[src/rtl/bcd_score_counter.sv]
// BCD game score register with session best, overflow saturation,
// malformed-increment rejection and a digit-serial snapshot stream
// (MSD first, leading-zero blanking) for the text/sprite renderer.

// Ripple-carry BCD adder: one decimal digit per stage, carry chained upward.
module bcd_ripple_carry_adder #(
    parameter int DIGITS_COUNT = 4
) (
    input  logic [DIGITS_COUNT*4-1:0] a,
    input  logic [DIGITS_COUNT*4-1:0] b,
    input  logic                      cin,
    output logic [DIGITS_COUNT*4-1:0] sum,
    output logic                      cout
);

    logic [DIGITS_COUNT:0] carry;

    assign carry[0] = cin;

    generate
        for (genvar gi = 0; gi < DIGITS_COUNT; gi++) begin : g_digit
            logic [4:0] raw;
            logic       adjust;

            // Binary digit sum, then +6 correction whenever it leaves 0..9.
            assign raw    = {1'b0, a[gi*4 +: 4]} + {1'b0, b[gi*4 +: 4]} + {4'd0, carry[gi]};
            assign adjust = (raw > 5'd9);
            assign sum[gi*4 +: 4] = adjust ? 4'(raw + 5'd6) : raw[3:0];
            assign carry[gi+1]    = adjust;
        end
    endgenerate

    assign cout = carry[DIGITS_COUNT];

endmodule

module bcd_score_counter #(
    parameter int DIGITS_COUNT = 4
) (
    input  logic                           clk,
    input  logic                           rst,
    input  logic                           clear,
    input  logic                           add_valid,
    input  logic [DIGITS_COUNT*4-1:0]      add_value,
    output logic                           add_ready,
    output logic                           add_error,
    output logic [DIGITS_COUNT*4-1:0]      score,
    output logic [DIGITS_COUNT*4-1:0]      best_score,
    output logic                           new_best,
    output logic                           overflow,
    input  logic                           dump_start,
    output logic                           busy,
    output logic                           digit_valid,
    input  logic                           digit_ready,
    output logic [3:0]                     digit_data,
    output logic [$clog2(DIGITS_COUNT)-1:0] digit_index,
    output logic                           digit_blank,
    output logic                           digit_last
);

    localparam int W  = DIGITS_COUNT * 4;
    localparam int IW = $clog2(DIGITS_COUNT);
    localparam logic [W-1:0]  ALL_NINES = {DIGITS_COUNT{4'd9}};
    localparam logic [IW-1:0] TOP_INDEX = IW'(DIGITS_COUNT - 1);

    // ------------------------------------------------------------------
    // Add path
    // ------------------------------------------------------------------
    logic [W-1:0]            score_reg;
    logic                    overflow_reg;
    logic                    add_error_reg;
    logic [W-1:0]            adder_sum;
    logic                    adder_cout;
    logic [DIGITS_COUNT-1:0] nibble_bad;
    logic                    add_accept;
    logic                    add_bcd_ok;

    // A restart cycle refuses increments so clear always wins.
    assign add_ready  = !clear;
    assign add_accept = add_valid && add_ready;

    generate
        for (genvar gi = 0; gi < DIGITS_COUNT; gi++) begin : g_nibble_check
            assign nibble_bad[gi] = (add_value[gi*4 +: 4] > 4'd9);
        end
    endgenerate

    assign add_bcd_ok = ~|nibble_bad;

    bcd_ripple_carry_adder #(
        .DIGITS_COUNT(DIGITS_COUNT)
    ) u_adder (
        .a    (score_reg),
        .b    (add_value),
        .cin  (1'b0),
        .sum  (adder_sum),
        .cout (adder_cout)
    );

    // Score register: clear, saturating accumulate, malformed-add rejection.
    always_ff @(posedge clk) begin
        if (rst) begin
            score_reg     <= '0;
            overflow_reg  <= 1'b0;
            add_error_reg <= 1'b0;
        end else begin
            add_error_reg <= add_accept && !add_bcd_ok;
            if (clear) begin
                score_reg    <= '0;
                overflow_reg <= 1'b0;
            end else if (add_accept && add_bcd_ok) begin
                // Once saturated the score is pinned at all nines until clear.
                if (overflow_reg || adder_cout) begin
                    score_reg    <= ALL_NINES;
                    overflow_reg <= 1'b1;
                end else begin
                    score_reg <= adder_sum;
                end
            end
        end
    end

    assign score     = score_reg;
    assign overflow  = overflow_reg;
    assign add_error = add_error_reg;

    // ------------------------------------------------------------------
    // Session best: packed BCD compares correctly as plain unsigned.
    // ------------------------------------------------------------------
    logic [W-1:0] best_reg;
    logic         new_best_reg;

    // Best tracker runs one cycle behind the registered score.
    always_ff @(posedge clk) begin
        if (rst) begin
            best_reg     <= '0;
            new_best_reg <= 1'b0;
        end else if (score_reg > best_reg) begin
            best_reg     <= score_reg;
            new_best_reg <= 1'b1;
        end else begin
            new_best_reg <= 1'b0;
        end
    end

    assign best_score = best_reg;
    assign new_best   = new_best_reg;

    // ------------------------------------------------------------------
    // Digit stream of a frozen snapshot
    // ------------------------------------------------------------------
    typedef enum logic {
        DUMP_IDLE   = 1'b0,
        DUMP_STREAM = 1'b1
    } dump_state_t;

    dump_state_t             state_reg;
    dump_state_t             state_next;
    logic [W-1:0]            snapshot_reg;
    logic [W-1:0]            snapshot_next;
    logic [IW-1:0]           index_reg;
    logic [IW-1:0]           index_next;
    logic [3:0]              snap_digits [DIGITS_COUNT];
    logic [DIGITS_COUNT-1:0] upper_zero;

    // upper_zero[i]: snapshot digits i and everything above it are zero.
    generate
        for (genvar gi = 0; gi < DIGITS_COUNT; gi++) begin : g_snap_digit
            assign snap_digits[gi] = snapshot_reg[gi*4 +: 4];
            if (gi == DIGITS_COUNT - 1) begin : g_top
                assign upper_zero[gi] = (snapshot_reg[gi*4 +: 4] == 4'd0);
            end else begin : g_lower
                assign upper_zero[gi] = upper_zero[gi+1] && (snapshot_reg[gi*4 +: 4] == 4'd0);
            end
        end
    endgenerate

    // Dump state, snapshot and index registers.
    always_ff @(posedge clk) begin
        if (rst) begin
            state_reg    <= DUMP_IDLE;
            snapshot_reg <= '0;
            index_reg    <= '0;
        end else begin
            state_reg    <= state_next;
            snapshot_reg <= snapshot_next;
            index_reg    <= index_next;
        end
    end

    // Dump next-state and handshake outputs; fields hold while the renderer stalls.
    always_comb begin
        state_next    = state_reg;
        snapshot_next = snapshot_reg;
        index_next    = index_reg;
        busy          = 1'b0;
        digit_valid   = 1'b0;
        digit_data    = 4'd0;
        digit_blank   = 1'b0;
        digit_last    = 1'b0;
        case (state_reg)
            DUMP_IDLE: begin
                if (dump_start) begin
                    snapshot_next = score_reg;
                    index_next    = TOP_INDEX;
                    state_next    = DUMP_STREAM;
                end
            end
            DUMP_STREAM: begin
                busy        = 1'b1;
                digit_valid = 1'b1;
                digit_data  = snap_digits[index_reg];
                digit_last  = (index_reg == '0);
                // The LSD is never blanked so a zero score still shows "0".
                digit_blank = (index_reg != '0) && upper_zero[index_reg];
                if (digit_ready) begin
                    if (index_reg == '0) begin
                        state_next = DUMP_IDLE;
                    end else begin
                        index_next = index_reg - 1'b1;
                    end
                end
            end
            default: begin
                state_next = DUMP_IDLE;
            end
        endcase
    end

    assign digit_index = index_reg;

endmodule
[config.mk]
export PLATFORM = sky130hd
export DESIGN_NAME = bcd_score_counter
export DESIGN_NICKNAME = d
export VERILOG_FILES = /design/src/rtl/bcd_score_counter.sv
export SDC_FILE = /design/constraint.sdc
export NUM_CORES = 1
export LEC_CHECK = 0
export CORE_AREA = 2 2 87 89
export CTS_CLUSTER_DIAMETER = 40
export CTS_CLUSTER_SIZE = 28
export DETAILED_ROUTE_END_ITERATION = 12
export DIE_AREA = 0 0 89 91
export GPL_TIMING_DRIVEN = 0
export PLACE_DENSITY = 0.79
export SETUP_SLACK_MARGIN = 0.05
export SLEW_MARGIN = 10
export SYNTH_ARGS = -nofsm -noshare
export SYNTH_HDL_FRONTEND = slang
export SYNTH_SLANG_ARGS = --single-unit
export TNS_END_PERCENT = 50
[constraint.sdc]
create_clock -name clk -period 8.52 [get_ports clk]
set_clock_uncertainty 0.05 [all_clocks]
set_input_delay 2.13 -clock clk [delete_from_list [all_inputs] [get_ports clk]]
set_output_delay 2.13 -clock clk [all_outputs]
set_load 0.05 [all_outputs]
### Word level (Yosys, flattened, before mapping)

Index checks and enable logic that the tools add are counted.

* bits in registers: 54
* latch bits: 0
* memory bits (writable): 0
* ROM bits: 0
* input bits: 22
* output and inout port bits: 46
* word-level logic and storage cells: 80
* memories: 0

* add/sub/neg operators: 12
* multipliers: 0
* divide/modulo/power cells: 0
* order comparisons: 11
* eq/ne operators: 3
* shifts and indexed selects: 0
* muxes and demuxes: 23
* bitwise operators: 2
* reduce and logical (&&, ||, !) cells: 21

Operator list (number)
* 4-bit 2-to-1 mux: 7
* 4-bit by 4-bit adder with 5-bit output: 4
* 5-bit by 4-bit greater-than comparator with 1-bit output (second input constant): 4
* 4-bit by 3-bit adder with 4-bit output (second input constant): 4
* 16-bit greater-than comparator: 1
* 4-bit greater-than comparator (second input constant): 4
* 4-bit zero test: 4
* 16-bit 2-to-1 mux: 1
* 5-bit by 1-bit adder with 5-bit output: 3
* 4-bit binary-select mux with 2-bit select: 1
* 1-bit 2-to-1 mux: 8
* 1-bit logical AND: 7
* 2-bit 2-to-1 mux: 3
* 2-bit inequality test (second input constant): 3
* 2-bit case mux with 2 select lines: 1
* 2-bit AND reduction: 2
* 4-bit OR reduction: 1
* 3-bit greater-or-equal comparator (second input constant): 1
* 2-bit by 3-bit < comparator with 1-bit output (second input constant): 1
* 2-bit NOT with 3-bit output: 1
* 3-bit AND reduction: 1
* 1-bit binary-select mux with 2-bit select: 1
* 1-bit zero test: 2
* 2-bit zero test: 1
* other kinds (6): 6

### Depth between registers and ports, before layout

Gate-level depths: netlist (run 1).

* depth in word-level cells: 10
* gate-level depth with buffers: 30
* mapped depth without buffers: 30

### Modules after synthesis

From an unflattened synthesis (run 1), not the netlist that was laid out.

* cells, all modules: 429
* area, all modules: 3683.5 um2

By module, submodules not included
* bcd_score_counter: instances 1, cells each 320, area an instance 2752.6 um2, sequential area each 1081.0 um2
* bcd_ripple_carry_adder: instances 1, cells each 109, area an instance 930.9 um2, sequential area each 0.0 um2

### Worst setup path after synthesis (run 1)

OpenSTA, ideal clock, no wires.

* path kind: input to register
* from: in add_value[0]
* to: reg score_reg[10] (netlist: score[10])
* library setup time: 0.117 ns
* arrival: 7.467 ns
* data required time: 8.353 ns
* slack: 0.886 ns
* stages: 28
* path buffers: 0
* cell sequence: ha_1 -> inv_1 -> fa_1 -> xnor2_1 -> inv_1 -> nand2_1 -> a21oi_1 -> fa_1 -> inv_1 -> fa_1 -> nor2_1 -> inv_1 -> a31oi_1 -> fa_1 -> inv_1 -> fa_1 -> a21o_1 -> a21o_1 -> a31oi_1 -> fa_1 -> inv_1 -> fa_1 -> xnor2_1 -> ha_1 -> a22oi_1 -> a31oi_4 -> and3_1 -> a22o_1

* word-level cells in the longest chain between the ends: 10
* elaborated cells on any way between the ends: 16
* those cells by class: add/sub (5); order compare (5); mux (2); reduce/logical (4)

Ends and longest elaborated chain
* start, declared: RTL line 44 `input logic [DIGITS_COUNT*4-1:0] add_value,`
* 4-bit by 4-bit adder with 5-bit output: RTL line 26 `assign raw = {1'b0, a[gi*4 +: 4]} + {1'b0, b[gi*4 +: 4]} + {4'd0, carry[gi]};`
* 5-bit by 4-bit greater-than comparator with 1-bit output: RTL line 27 `assign adjust = (raw > 5'd9);`
* 5-bit by 1-bit adder with 5-bit output: RTL line 26
* 5-bit by 4-bit greater-than comparator with 1-bit output: RTL line 27
* 5-bit by 1-bit adder with 5-bit output: RTL line 26
* 5-bit by 4-bit greater-than comparator with 1-bit output: RTL line 27
* 5-bit by 1-bit adder with 5-bit output: RTL line 26
* 5-bit by 4-bit greater-than comparator with 1-bit output: RTL line 27
* 1-bit logical OR: RTL line 113 `if (overflow_reg || adder_cout) begin`
* 16-bit 2-to-1 mux: RTL line 113
* end signal, assigned: RTL line 117 `score_reg <= adder_sum;`
* end, declared: RTL line 69 `logic [W-1:0] score_reg;`

Several ways; a longest one is shown, not always the timed one.
A chain may end at the register's enable or synchronous reset.

### Worst setup path in the final report (run 1)

* from: in add_value[0]
* to: reg score_reg[9] (netlist: score[9])

Same word-level chain as after synthesis.

==> flow_summary.toml, run 1 <==
[floorplanning]
fp.dieArea_mm2 = 0.00810
ioPinCount = 68
initial_core_util_pct = 47.4
die_w_um = 89
std_cell_rows = 31
die_h_um = 91
fp.coreArea_mm2 = 0.00714

[synthesis]
avgSynthCellArea_um2 = 8.86
async_flop_share_pct = 0
synthMostInstantiatedCell = "dfxtp_1"
syn_nets = 445
yosysUniqueCellTypes = 56
synth_area_mm2 = 0.00339
synth_area_leaders = "dfxtp_1, ha_1, a22o_1, inv_1, nand2_1"
ys_seq_area_share_pct = 31.9
synth_seq_cells = 54
synth-main-ff-cell = "dfxtp_1"
synthTopCellsByCount = "dfxtp_1, inv_1, nand2_1, ha_1, a21oi_1"
synth_area_leader_cell = "dfxtp_1"
synth_cells = 382
yosys_warnings = 0
yosysTopAreaCellShare_pct = 31.9
synth-edff-count = 0

[clock_network]
clk_pin_slew_ns = 0.09
cts_buffer_depth = 2
clk_latency_ns = 0.31
cts_max_level = 2
cts_tree = "done"
numCtsBuffers = 5
cts_sinks = 54
cts_root_buffer = "clkbuf_8"
hold_buffers = 0

[job]
drv_cap = 0

[placed_design]
io_buffers = 66
place_ws_ns = -0.234
dp.final_hpwl_um = 6560
place_area_mm2 = 0.00417
gp_congestion = 0.881
dp_cells = 547

[critical_path]
r2r-start = "score[0]"
start_kind = "primary input"
r2r_slack_ns = 2.05
crit_path_end_kind = "register"
critPathMaxStageDelay_ns = 0.46
cp.required_ns = 8.67
worstSetupPathType = "primary input to register"
crit_start = "add_value[0]"
slowest_stage = "clkdlybuf4s50_1"
r2r-end = "score[9]"
r2r_cells = 28
critPathArrivalTime_ns = 8.35
path_max_fanout = 5

[sta]
fin_tns_setup_ns = 0
hold_viol = 0
drv_slew = 0
finalCritPeriodShare_pct = 96.2
tightest_slew_ns = 0.942
finalSetupViolCount = 0
fmax_ghz = 0.122
min_period_ns = 8.19
rsz0062_at_grt = "false"
final.setup.worst_slack_ns = 0.325
slew_headroom_pct = 36.7

[cells_and_area]
nFillCells = 651
n_antenna_cell = 0
area.growth.synth_to_final_pct = 27.3
finalInstanceArea_mm2 = 0.00431
stdcell_count = 555
drive_gt1_share_pct = 7.68
finalNetCount = 519

[power_and_ir_drop]
vdd_drop_max_mv = 0.0803
p_per_area_mw_per_mm2 = 130
power_leakage_nw = 1.77

[drt]
wl_per_cell_um = 15.0
drt-vias-per-instance = 5.48
ant_nets = 0
vias = 3044
drt_iter0_drc = 134
drc = 0
routed_wl_um = 8320
dr.pass1.iters = 4

[grt]
grt_pass1_vias = 3015
antenna_found_initial = 0
grt_first_pass_wirelength_um = 13600
grtUsageTotal_pct = 21.1
grt_max_degree = 16
grt_overflow = 0

[min_path]
hold_class = "register to register"
hp-start = "snapshot_reg[14]"
whs_endpoint = "snapshot_reg[14]"
hold_depth = 2

[run_status]
status = "finished clean"
per-stage QoR:
step | total power, mW | hold slack, ns | util (%)
2_1_floorplan | 0.349 | 0.391 | -
3_3_place_gp | 0.382 | 0.409 | 58.4
3_5_place_dp | 0.386 | 0.413 | 58.4
4_1_cts | 0.557 | 0.424 | 60.0
5_1_grt | 0.584 | 0.441 | 60.4
6_report | 0.560 | 0.428 | 60.4
worst max path at each step:
stage,end,slack [ns]
floorplan,score[10],0.89
global placement,score[2],-0.11
detailed placement,score[9],-0.23
CTS,score[9],0.07
global route,score[10],0.07
finish,score[9],0.33
cell usage in the layout (no fill, tap or decap), types with 3 or more instances in the layout:
cell type and count:
nor2b_1 5, o21ai_0 13, nand2_1 45, nor2_1 15, or3_1 3, inv_1 46
o21ai_1 12, clkbuf_8 7, a31oi_1 11, buf_4 3, a22o_1 20, dfxtp_1 54
mux2i_1 3, fa_1 6, a21o_1 9, a21oi_1 31, nand4_1 3, clkdlybuf4s50_1 66
mux4_2 4, o21a_1 4, nor3_1 3, clkbuf_1 7, and2_1 5, ha_1 34
worst max-delay path, delay by kind of cell:
kind / cells / cell delay [ns]
adders and majority gates: 9 / 2.94
AOI/OAI and AO/OA: 8 / 1.51
buffers and inverters: 7 / 0.87
and+or+nand+nor: 3 / 0.51
xor gates and xnor gates: 2 / 0.40
metal layers:
metal  GRT usage [%]  vias up  wire length [µm]
li1                -     1498                 -
met4            9.70        0               259
met2            35.2      101              4110
met5               0        -                 0
met3            4.55       23               434
met1            25.5     1422              3520
report_power, final:
group / internal (mW) / total [mW] / leakage [nW] / switching, mW
Sequential: 0.255 / 0.259 / 0.436 / 0.00334
Combinational: 0.0531 / 0.126 / 1.28 / 0.0726
Clock: 0.0941 / 0.175 / 0.0573 / 0.0813
cell type report:
class	count	area [µm²]	share of cell area (%)
Clock buffer	6	82.6	1.92
Timing Repair Buffer	67	668	15.5
Clock inverter	1	30.0	0.697
Inverter	46	173	4.01
Sequential cell	54	1080	25.1
Tap cell	99	124	2.87
Multi-Input combinational cell	268	2050	47.7
Buffer	14	96.3	2.24
logic make-up (layout without fill, tap and decap cells):
kind of cell,Yosys count,in the layout,synth area share [%]
adders and majority gates,41,41,16.7
and+or+nand+nor,95,95,14.3
buffers and inverters,60,134,7.95
xor gates and xnor gates,5,5,1.29
DFF,54,54,31.9
AOI/OAI and AO/OA,117,117,23.2
muxes,10,10,4.55
what timing repair did:
action / 4_1_cts / 5_1_grt
setup endpoints to repair: 0 / 15
resized for setup: 0 / 4
buffers inserted: 0 / 1
(Power assumes the default switching activity.)
==> run 2: changes to the inputs <==
--- a/config.mk
+++ b/config.mk
@@ -6,7 +6,7 @@
 export NUM_CORES = 1
 export LEC_CHECK = 0
 export CORE_AREA = 2 2 87 89
-export CTS_CLUSTER_DIAMETER = 40
+export CTS_CLUSTER_DIAMETER = 150
 export CTS_CLUSTER_SIZE = 28
 export DETAILED_ROUTE_END_ITERATION = 12
 export DIE_AREA = 0 0 89 91
==> results of run 2 <==
No change in the layout: final DEF, timing and power equal those of run 1.
